[config.mk]
export PLATFORM = sky130hd
export DESIGN_NAME = numlock_code_sender
export DESIGN_NICKNAME = d
export VERILOG_FILES = /design/src/rtl/numlock_code_sender.sv
export SDC_FILE = /design/constraint.sdc
export NUM_CORES = 1
export LEC_CHECK = 0
export ABC_CLOCK_PERIOD_IN_PS = 1800
export CORE_MARGIN = 2
export CORE_UTILIZATION = 47
export CTS_BUF_LIST = sky130_fd_sc_hd__clkbuf_4
export DETAILED_ROUTE_END_ITERATION = 16
export PLACE_DENSITY = 0.76
export SLEW_MARGIN = 10
export SYNTH_ARGS = -nofsm -noshare
export SYNTH_HDL_FRONTEND = slang
export SYNTH_SLANG_ARGS = --single-unit
[constraint.sdc]
create_clock -name clk -period 1.8 [get_ports clk]
set_clock_uncertainty 0.15 [all_clocks]
set_input_delay 0.27 -clock clk [delete_from_list [all_inputs] [get_ports clk]]
set_output_delay 0.27 -clock clk [all_outputs]
set_load 0.02 [all_outputs]
[src/rtl/numlock_code_sender.sv]
// Presses U/Z for each code bit (MSB first), tick-paced press and gap; done pulses one clk after the last gap, start ignored while busy.
// Outputs registered (one edge after the state decision); optional NUMLOCK_SENDER_COUNT_EN adds a saturating sent_count.
module numlock_code_sender #(
  parameter int CODE_LEN    = 4,
  parameter int PRESS_TICKS = 2,
  parameter int GAP_TICKS   = 2
) (
  input  logic                clk,
  input  logic                reset_n,
  input  logic                tick,
  input  logic                start,
  input  logic [CODE_LEN-1:0] code,
  input  logic                abort,
  output logic                U,
  output logic                Z,
  output logic                busy,
  output logic                done,
`ifdef NUMLOCK_SENDER_COUNT_EN
  output logic [2:0]          bit_idx,
  output logic [7:0]          sent_count
`else
  output logic [2:0]          bit_idx
`endif
);

  localparam int MAX_TICKS = (PRESS_TICKS > GAP_TICKS) ? PRESS_TICKS : GAP_TICKS;
  localparam int CNT_W     = (MAX_TICKS > 1) ? $clog2(MAX_TICKS) : 1;
  localparam logic [CNT_W-1:0] PRESS_LAST = CNT_W'(PRESS_TICKS - 1);
  localparam logic [CNT_W-1:0] GAP_LAST   = CNT_W'(GAP_TICKS - 1);
  localparam logic [2:0]       IDX_TOP    = 3'(CODE_LEN - 1);

  typedef enum logic [1:0] {
    S_IDLE  = 2'd0,
    S_PRESS = 2'd1,
    S_GAP   = 2'd2,
    S_DONE  = 2'd3
  } state_t;

  state_t              r_state;
  state_t              w_state_nxt;
  logic [CODE_LEN-1:0] r_shift;
  logic [CODE_LEN-1:0] w_shift_nxt;
  logic [2:0]          r_bit_idx;
  logic [2:0]          w_bit_idx_nxt;
  logic [CNT_W-1:0]    r_cnt;
  logic [CNT_W-1:0]    w_cnt_nxt;
  logic                r_u;
  logic                r_z;
  logic                r_busy;
  logic                r_done;
  logic                w_u_nxt;
  logic                w_z_nxt;
  logic                w_busy_nxt;
  logic                w_done_nxt;
  logic                w_press_end;
  logic                w_gap_end;

  assign w_press_end = (r_state == S_PRESS) && tick && (r_cnt == PRESS_LAST);
  assign w_gap_end   = (r_state == S_GAP) && tick && (r_cnt == GAP_LAST);

  always_ff @(posedge clk or negedge reset_n) begin
    if (!reset_n) begin
      r_state   <= S_IDLE;
      r_shift   <= '0;
      r_bit_idx <= 3'd0;
      r_cnt     <= '0;
      r_u       <= 1'b0;
      r_z       <= 1'b0;
      r_busy    <= 1'b0;
      r_done    <= 1'b0;
    end else begin
      r_state   <= w_state_nxt;
      r_shift   <= w_shift_nxt;
      r_bit_idx <= w_bit_idx_nxt;
      r_cnt     <= w_cnt_nxt;
      r_u       <= w_u_nxt;
      r_z       <= w_z_nxt;
      r_busy    <= w_busy_nxt;
      r_done    <= w_done_nxt;
    end
  end

  always_comb begin
    w_state_nxt = r_state;
    case (r_state)
      S_IDLE: begin
        if (start) w_state_nxt = S_PRESS;
      end
      S_PRESS: begin
        if (abort)            w_state_nxt = S_IDLE;
        else if (w_press_end) w_state_nxt = S_GAP;
      end
      S_GAP: begin
        if (abort)          w_state_nxt = S_IDLE;
        else if (w_gap_end) w_state_nxt = (r_bit_idx == 3'd0) ? S_DONE : S_PRESS;
      end
      S_DONE: begin
        w_state_nxt = S_IDLE;
      end
      default: begin
        w_state_nxt = S_IDLE;
      end
    endcase
  end

  // Datapath next values plus the registered button drives, all derived from the next state.
  always_comb begin
    w_shift_nxt   = r_shift;
    w_bit_idx_nxt = r_bit_idx;
    w_cnt_nxt     = r_cnt;
    case (r_state)
      S_IDLE: begin
        if (start) begin
          w_shift_nxt   = code;
          w_bit_idx_nxt = IDX_TOP;
          w_cnt_nxt     = '0;
        end
      end
      S_PRESS: begin
        if (abort) begin
          w_shift_nxt   = '0;
          w_bit_idx_nxt = 3'd0;
          w_cnt_nxt     = '0;
        end else if (tick) begin
          w_cnt_nxt = w_press_end ? '0 : r_cnt + CNT_W'(1);
        end
      end
      S_GAP: begin
        if (abort) begin
          w_shift_nxt   = '0;
          w_bit_idx_nxt = 3'd0;
          w_cnt_nxt     = '0;
        end else if (w_gap_end) begin
          w_cnt_nxt = '0;
          if (r_bit_idx != 3'd0) begin
            w_bit_idx_nxt = r_bit_idx - 3'd1;
            w_shift_nxt   = r_shift << 1;
          end
        end else if (tick) begin
          w_cnt_nxt = r_cnt + CNT_W'(1);
        end
      end
      default: begin
        w_cnt_nxt = '0;
      end
    endcase

    w_u_nxt    = (w_state_nxt == S_PRESS) &&  w_shift_nxt[CODE_LEN-1];
    w_z_nxt    = (w_state_nxt == S_PRESS) && !w_shift_nxt[CODE_LEN-1];
    w_busy_nxt = (w_state_nxt != S_IDLE);
    w_done_nxt = (w_state_nxt == S_DONE);
  end

  assign U       = r_u;
  assign Z       = r_z;
  assign busy    = r_busy;
  assign done    = r_done;
  assign bit_idx = r_bit_idx;

`ifdef NUMLOCK_SENDER_COUNT_EN
  logic [7:0] r_sent_count;

  always_ff @(posedge clk or negedge reset_n) begin
    if (!reset_n) begin
      r_sent_count <= 8'd0;
    end else if (w_done_nxt && (r_sent_count != 8'hFF)) begin
      r_sent_count <= r_sent_count + 8'd1;
    end
  end

  assign sent_count = r_sent_count;
`endif

endmodule

# Yosys cells after proc, flatten, opt, wreduce, memory -nomap -nowiden
# Index checks and enable logic that the tools add are counted.
[op_classes] n_reduce_logical=14 muxes=27 add_sub_neg=2 n_eq_ne=11
[ops] operator="$mux W4" count=5
[ops] operator="$mux W3" count=5
[ops] operator="$mux W2" count=6
[ops] operator="$pmux W4 S3" count=1
[ops] operator="$pmux W3 S3" count=1
[ops] operator="$pmux W2 S4" count=1
[ops] operator="$mux W1" count=7
[ops] operator="$eq A2 B2 Y1 const B" count=3
[ops] operator="$logic_and A1 B1 Y1" count=6
[ops] operator="$ne A3 B3 Y1 const B" count=2
[ops] operator="$reduce_bool A3 Y1" count=2
[ops] operator="$reduce_and A5 Y1" count=1
[ops] operator="$eq A2 B1 Y1 const B" count=2
[ops] operator="$ne A2 B2 Y1 const B" count=2
[ops] operator="$ne A4 B4 Y1 const B" count=1
[ops] operator="$logic_not A3 Y1" count=1
[ops] operator="$ne A3 B2 Y1 const B" count=1
[ops] operator="$pmux W1 S3" count=1
[ops] operator="$reduce_and A3 Y1" count=1
[ops] operator="$sub A3 B1 Y3 const B" count=1
[ops] operator="$logic_not A2 Y1" count=1
[ops] operator="$reduce_bool A2 Y1" count=1
[ops] operator="$add A1 B1 Y1 const B" count=1
[ops] operator="$logic_not A1 Y1" count=1
[totals] reg_bits=14 elab_cells=63 out_inout_bits=7 input_bits=9

# Depth between registers and ports, before layout
[depth] word_depth=8 ltp_mapped=7 ltp_nobuf=6

# Worst setup path before layout
# No wires, ideal clock.
[synth_path] path_type="register -> register" start="register r_bit_idx[0], in the netlist bit_idx[0]" end="register r_bit_idx[0], in the netlist bit_idx[0]" arrival_ns=1.513 stages_incl_launch_ff=7 setup_time_ns=0.125 path_buffers=0 slack_ns=0.013 t_required_ns=1.525 period_less_slack_ns=1.787 path_cell_list="dfrtp_1 -> inv_1 -> ha_1 -> nor2b_1 -> o21ai_1 -> nand3_2 -> mux2_2"
[synth_between] elab_chain_cells=5 elab_cells_between_ends=8 cone_classes="add/sub (1); eq/ne (1); mux (4); reduce/logical (2)"
[synth_lines] element="start: declaration" line="43" source="logic [2:0] r_bit_idx;"
[synth_lines] element="start signal: assignment" line="74" source="r_bit_idx <= w_bit_idx_nxt;"
[synth_lines] element="$sub A3 B1 Y3" line="136" source="w_bit_idx_nxt = r_bit_idx - 3'd1;"
[synth_lines] element="$mux W3" line="135" source="if (r_bit_idx != 3'd0) begin"
[synth_lines] element="$mux W3" line="133" source="end else if (w_gap_end) begin"
[synth_lines] element="$mux W3" line="129" source="if (abort) begin"
[synth_lines] element="$pmux W3 S3" line="111" source="case (r_state)"
# Several ways; a longest one is shown, not always the timed one. The select of a mux whose other input is x is not followed.
# A chain may end at the register's enable or synchronous reset.

# Worst setup path after layout
[layout_path] start="register r_state[1]" end="register r_bit_idx[0], in the netlist bit_idx[0]"
[layout_between] elab_chain_cells=5 elab_cells_between_ends=12 cone_classes="eq/ne (6); mux (1); reduce/logical (5)"
[layout_lines] element="start: declaration" line="39" source="state_t r_state;"
[layout_lines] element="start signal: assignment" line="72" source="r_state <= w_state_nxt;"
[layout_lines] element="$eq A2 B2 Y1" line="59, 111"
[layout_lines] element="$logic_and A1 B1 Y1 (2 in a row)" line="59" source="assign w_gap_end = (r_state == S_GAP) && tick && (r_cnt == GAP_LAST);"
[layout_lines] element="$ne A3 B3 Y1 (no source line)"
[layout_lines] element="$reduce_and A5 Y1 (no source line)"
# Several ways; a longest one is shown, not always the timed one.

==> impl_metrics.env <==
export IMPL_yosysUniqueCellTypes=34
export IMPL_htree_levels=1
export IMPL_yosysWarnings=0
export IMPL_syn_inst=81
export IMPL_cp_data_arrival_time_ns=1.81
export IMPL_ys_top_cells_by_area="dfrtp_1 (42%), ha_1 (9.0%), mux2_2 (5.4%)"
export IMPL_dieWidth_um=46.2
export IMPL_drc_errors=0
export IMPL_maxCapViolations=0
export IMPL_grt_max_degree=15
export IMPL_period_share=0.991
export IMPL_tightestPinTransition_ns=0.340
export IMPL_cp_max_fo=8
export IMPL_rsz0062_at_grt="yes"
export IMPL_cpLargestDelayFamily="simple AND/OR/NAND/NOR gates"
export IMPL_drt_wirelength_per_cell_um=14.6
export IMPL_drive_gt1_frac=0.402
export IMPL_min_period_ns=1.78
export IMPL_ios=16
export IMPL_hold_class="input port to asynchronous set/reset pin"
export IMPL_initial_utilization=0.489
export IMPL_synth_most_common_cell="dfrtp_1"
export IMPL_crit_required_ns=1.82
export IMPL_grt_overflow_total=0
export IMPL_syn_area_sq_um=836
export IMPL_gp_congestion=0.793
export IMPL_fmax_mhz=560
export IMPL_cts_root_buf="clkbuf_4"
export IMPL_cp_start_kind="flop"
export IMPL_muxShareOfSynthArea=0.0659
export IMPL_cts_sinks=14
export IMPL_reg2reg_from="r_state[1]$_DFF_PN0_"
export IMPL_slowest_delay_ns=0.45
export IMPL_wirelength_um=2070
export IMPL_cp_end_kind="flop"
export IMPL_cts_clk_slew_worst_paths_ns=0.09
export IMPL_setup_viol=0
export IMPL_synth_seq_area_share=0.419
export IMPL_slew_headroom=0.773
export IMPL_drv_slew=0
export IMPL_place_inst=136
export IMPL_final_cells=142
export IMPL_core_area_sq_um=1710
export IMPL_track_usage=0.210
export IMPL_grt_pass1_vias=723
export IMPL_synth_top_cell_by_area="dfrtp_1"
export IMPL_syn_avg_cell_area_sq_um=10.3
export IMPL_synth_compound_gate_area_share=0.196
export IMPL_crit_path_top_delay_cell="dfrtp_1"
export IMPL_synth_seq_cells=14
export IMPL_synth_fa_ha_area_frac=0.0898
export IMPL_crit_buf_inv=1
export IMPL_dieArea_sq_um=2130
export IMPL_firstDrtPassIters=4
export IMPL_tns_ns=0
export IMPL_synth_top_cell_area_share=0.419
export IMPL_port_buffers=15
export IMPL_synth_fp_nets=96
export IMPL_dp_hpwl_um=1470
export IMPL_ys_async_sr_fraction=1.00
export IMPL_synth_simple_gate_area_frac=0.192
export IMPL_viasPerCell=5.45
export IMPL_worstSkewPairLatency_ns=0.28
export IMPL_synth_xor_area_share=0
export IMPL_peakVddDrop_mv=0.863
export IMPL_synth_top_family_by_area="compound AO/OA/AOI/OAI gates"
export IMPL_ant_nets=0
export IMPL_hold_violations=0
export IMPL_grt_pass1_wl_um=3130
export IMPL_cp_cell_sequence="inv_2 -> ha_4 -> nor2b_2 -> nor2_2 -> nand3_4 -> mux2_2"
export IMPL_antenna_found_initial=0
export IMPL_crit_start="r_state[1]$_DFF_PN0_"
export IMPL_final_nets=133
export IMPL_numCtsBuffers=3
export IMPL_clockBufferDepth=2
export IMPL_leakagePower_nw=0.592
export IMPL_drtIter0Drc=19
export IMPL_synth_edf_count=0
export IMPL_synthTopCellsByCount="dfrtp_1 (14), inv_1 (7), ha_1 (6)"
export IMPL_outcome="finished clean"
export IMPL_area_growth_pct=51.0
export IMPL_synth_main_ff_cell="dfrtp_1"
export IMPL_pwr_density_cell_nw_per_um2=1230
export IMPL_rows=15
export IMPL_diodes=0
export IMPL_die_height_um=46.2
export IMPL_vias=774
export IMPL_cts_tree="built"
export IMPL_crit_type="flop to flop"
-- cells in the final DEF (no fill, tap or decap), drive strengths merged --
| cell type | count |
|---|---|
| buf | 18 |
| dfrtp | 14 |
| clkdlybuf4s50 | 13 |
| inv | 7 |
| nand2b | 6 |
| o21ai | 6 |
| ha | 6 |
| a21oi | 5 |
| nand2 | 4 |
| mux2 | 4 |
| clkbuf | 3 |
| nor2 | 3 |
| a32o | 2 |
| o22ai | 2 |
| dlymetal6s2s | 2 |
| nand3 | 2 |
| nor2b | 2 |
| and2 | 1 |
| mux2i | 1 |
| o32ai | 1 |
| a21o | 1 |
| and2b | 1 |
| o31ai | 1 |
| and3 | 1 |
| a41o | 1 |
| nor4bb | 1 |
| o311a | 1 |
| a211oi | 1 |
| nor3 | 1 |
| nand4 | 1 |
| nor3b | 1 |
| a32oi | 1 |
| o2bb2ai | 1 |
| nand4b | 1 |
| clkinv | 1 |
-- logic make-up (layout without fill, tap and decap cells) --
logic type      after synthesis  after routing
compound gates               23             23
fa+ha+maj                     6              6
buf+inv                       8             44
flops                        14             14
mux                           5              5
simple gates                 25             25
-- metal layers --
layer	up-vias	wire (um)	global-route usage
met3	4	103	0.0471
met2	28	1070	0.319
met4	0	26	0.109
met1	371	872	0.276
li1	371	-	-
met5	-	0	0
-- through the flow --
step                hold slack, ns  power (mW)  instance area (sq um)  setup WS (ns)  utilization
detailed placement           0.361        1.22                   1130         -0.110        0.663
global route                 0.166        1.66                   1260        -0.0581        0.739
floorplan                   -0.176       0.897                    836         0.0125            -
finish                       0.136        1.55                   1260         0.0157        0.739
CTS                          0.137        1.42                   1180        0.00109        0.689
global placement             0.343        1.19                   1130        -0.0841        0.663
-- state kept, by name, summed over array words and instances, names as in the netlist --
| signal | count |
|---|---|
| r_cnt | 1 |
| r_shift | 4 |
| Z | 1 |
| U | 1 |
| done | 1 |
| busy | 1 |
| r_state | 2 |
| bit_idx | 3 |
-- final cells by class --
cell class	instances	area, sq um
multi-input cells	59	538
flip-flops and latches	14	350
repair buffers	33	290
fillers	116	445
well taps	25	31.3
inverters	7	26.3
clock buffers	3	22.5
clock inverters	1	3.75
-- report_power, final --
| group | switching (mW) | leakage, nW | internal, mW |
|---|---|---|---|
| clock | 0.103 | 0.0154 | 0.0804 |
| sequential | 0.0558 | 0.182 | 0.411 |
| combinational | 0.434 | 0.396 | 0.467 |
| total | 0.593 | 0.592 | 0.958 |
-- path summary, 6_finish.rpt --
check                                    endpoint  slack, ns  depth (start not counted)
setup / recovery           bit_idx[0]$_DFFE_PN0P_       0.02                          6
hold / removal                  r_cnt$_DFFE_PN0P_       0.14                          2
setup reg to reg           bit_idx[0]$_DFFE_PN0P_       0.02                          6
hold reg to reg            r_shift[2]$_DFFE_PN0P_       0.38                          1
max in group asynchronous  r_shift[0]$_DFFE_PN0P_       1.19                          2
min in group clk           r_shift[2]$_DFFE_PN0P_       0.38                          1
-- worst reg2reg max path, stage by stage (launching register included) --
cell	delay [ns]
dfrtp_1	0.45
inv_2	0.09
ha_4	0.20
nor2b_2	0.17
nor2_2	0.20
nand3_4	0.13
mux2_2	0.29
-- timing repair --
action                     4_1_cts  5_1_grt
setup endpoints to repair        5       12
pin swaps                        1        2
gates resized for setup          4       20
setup buffers                    1        1
hold buffers                     0        0
(Power assumes the default switching activity.)
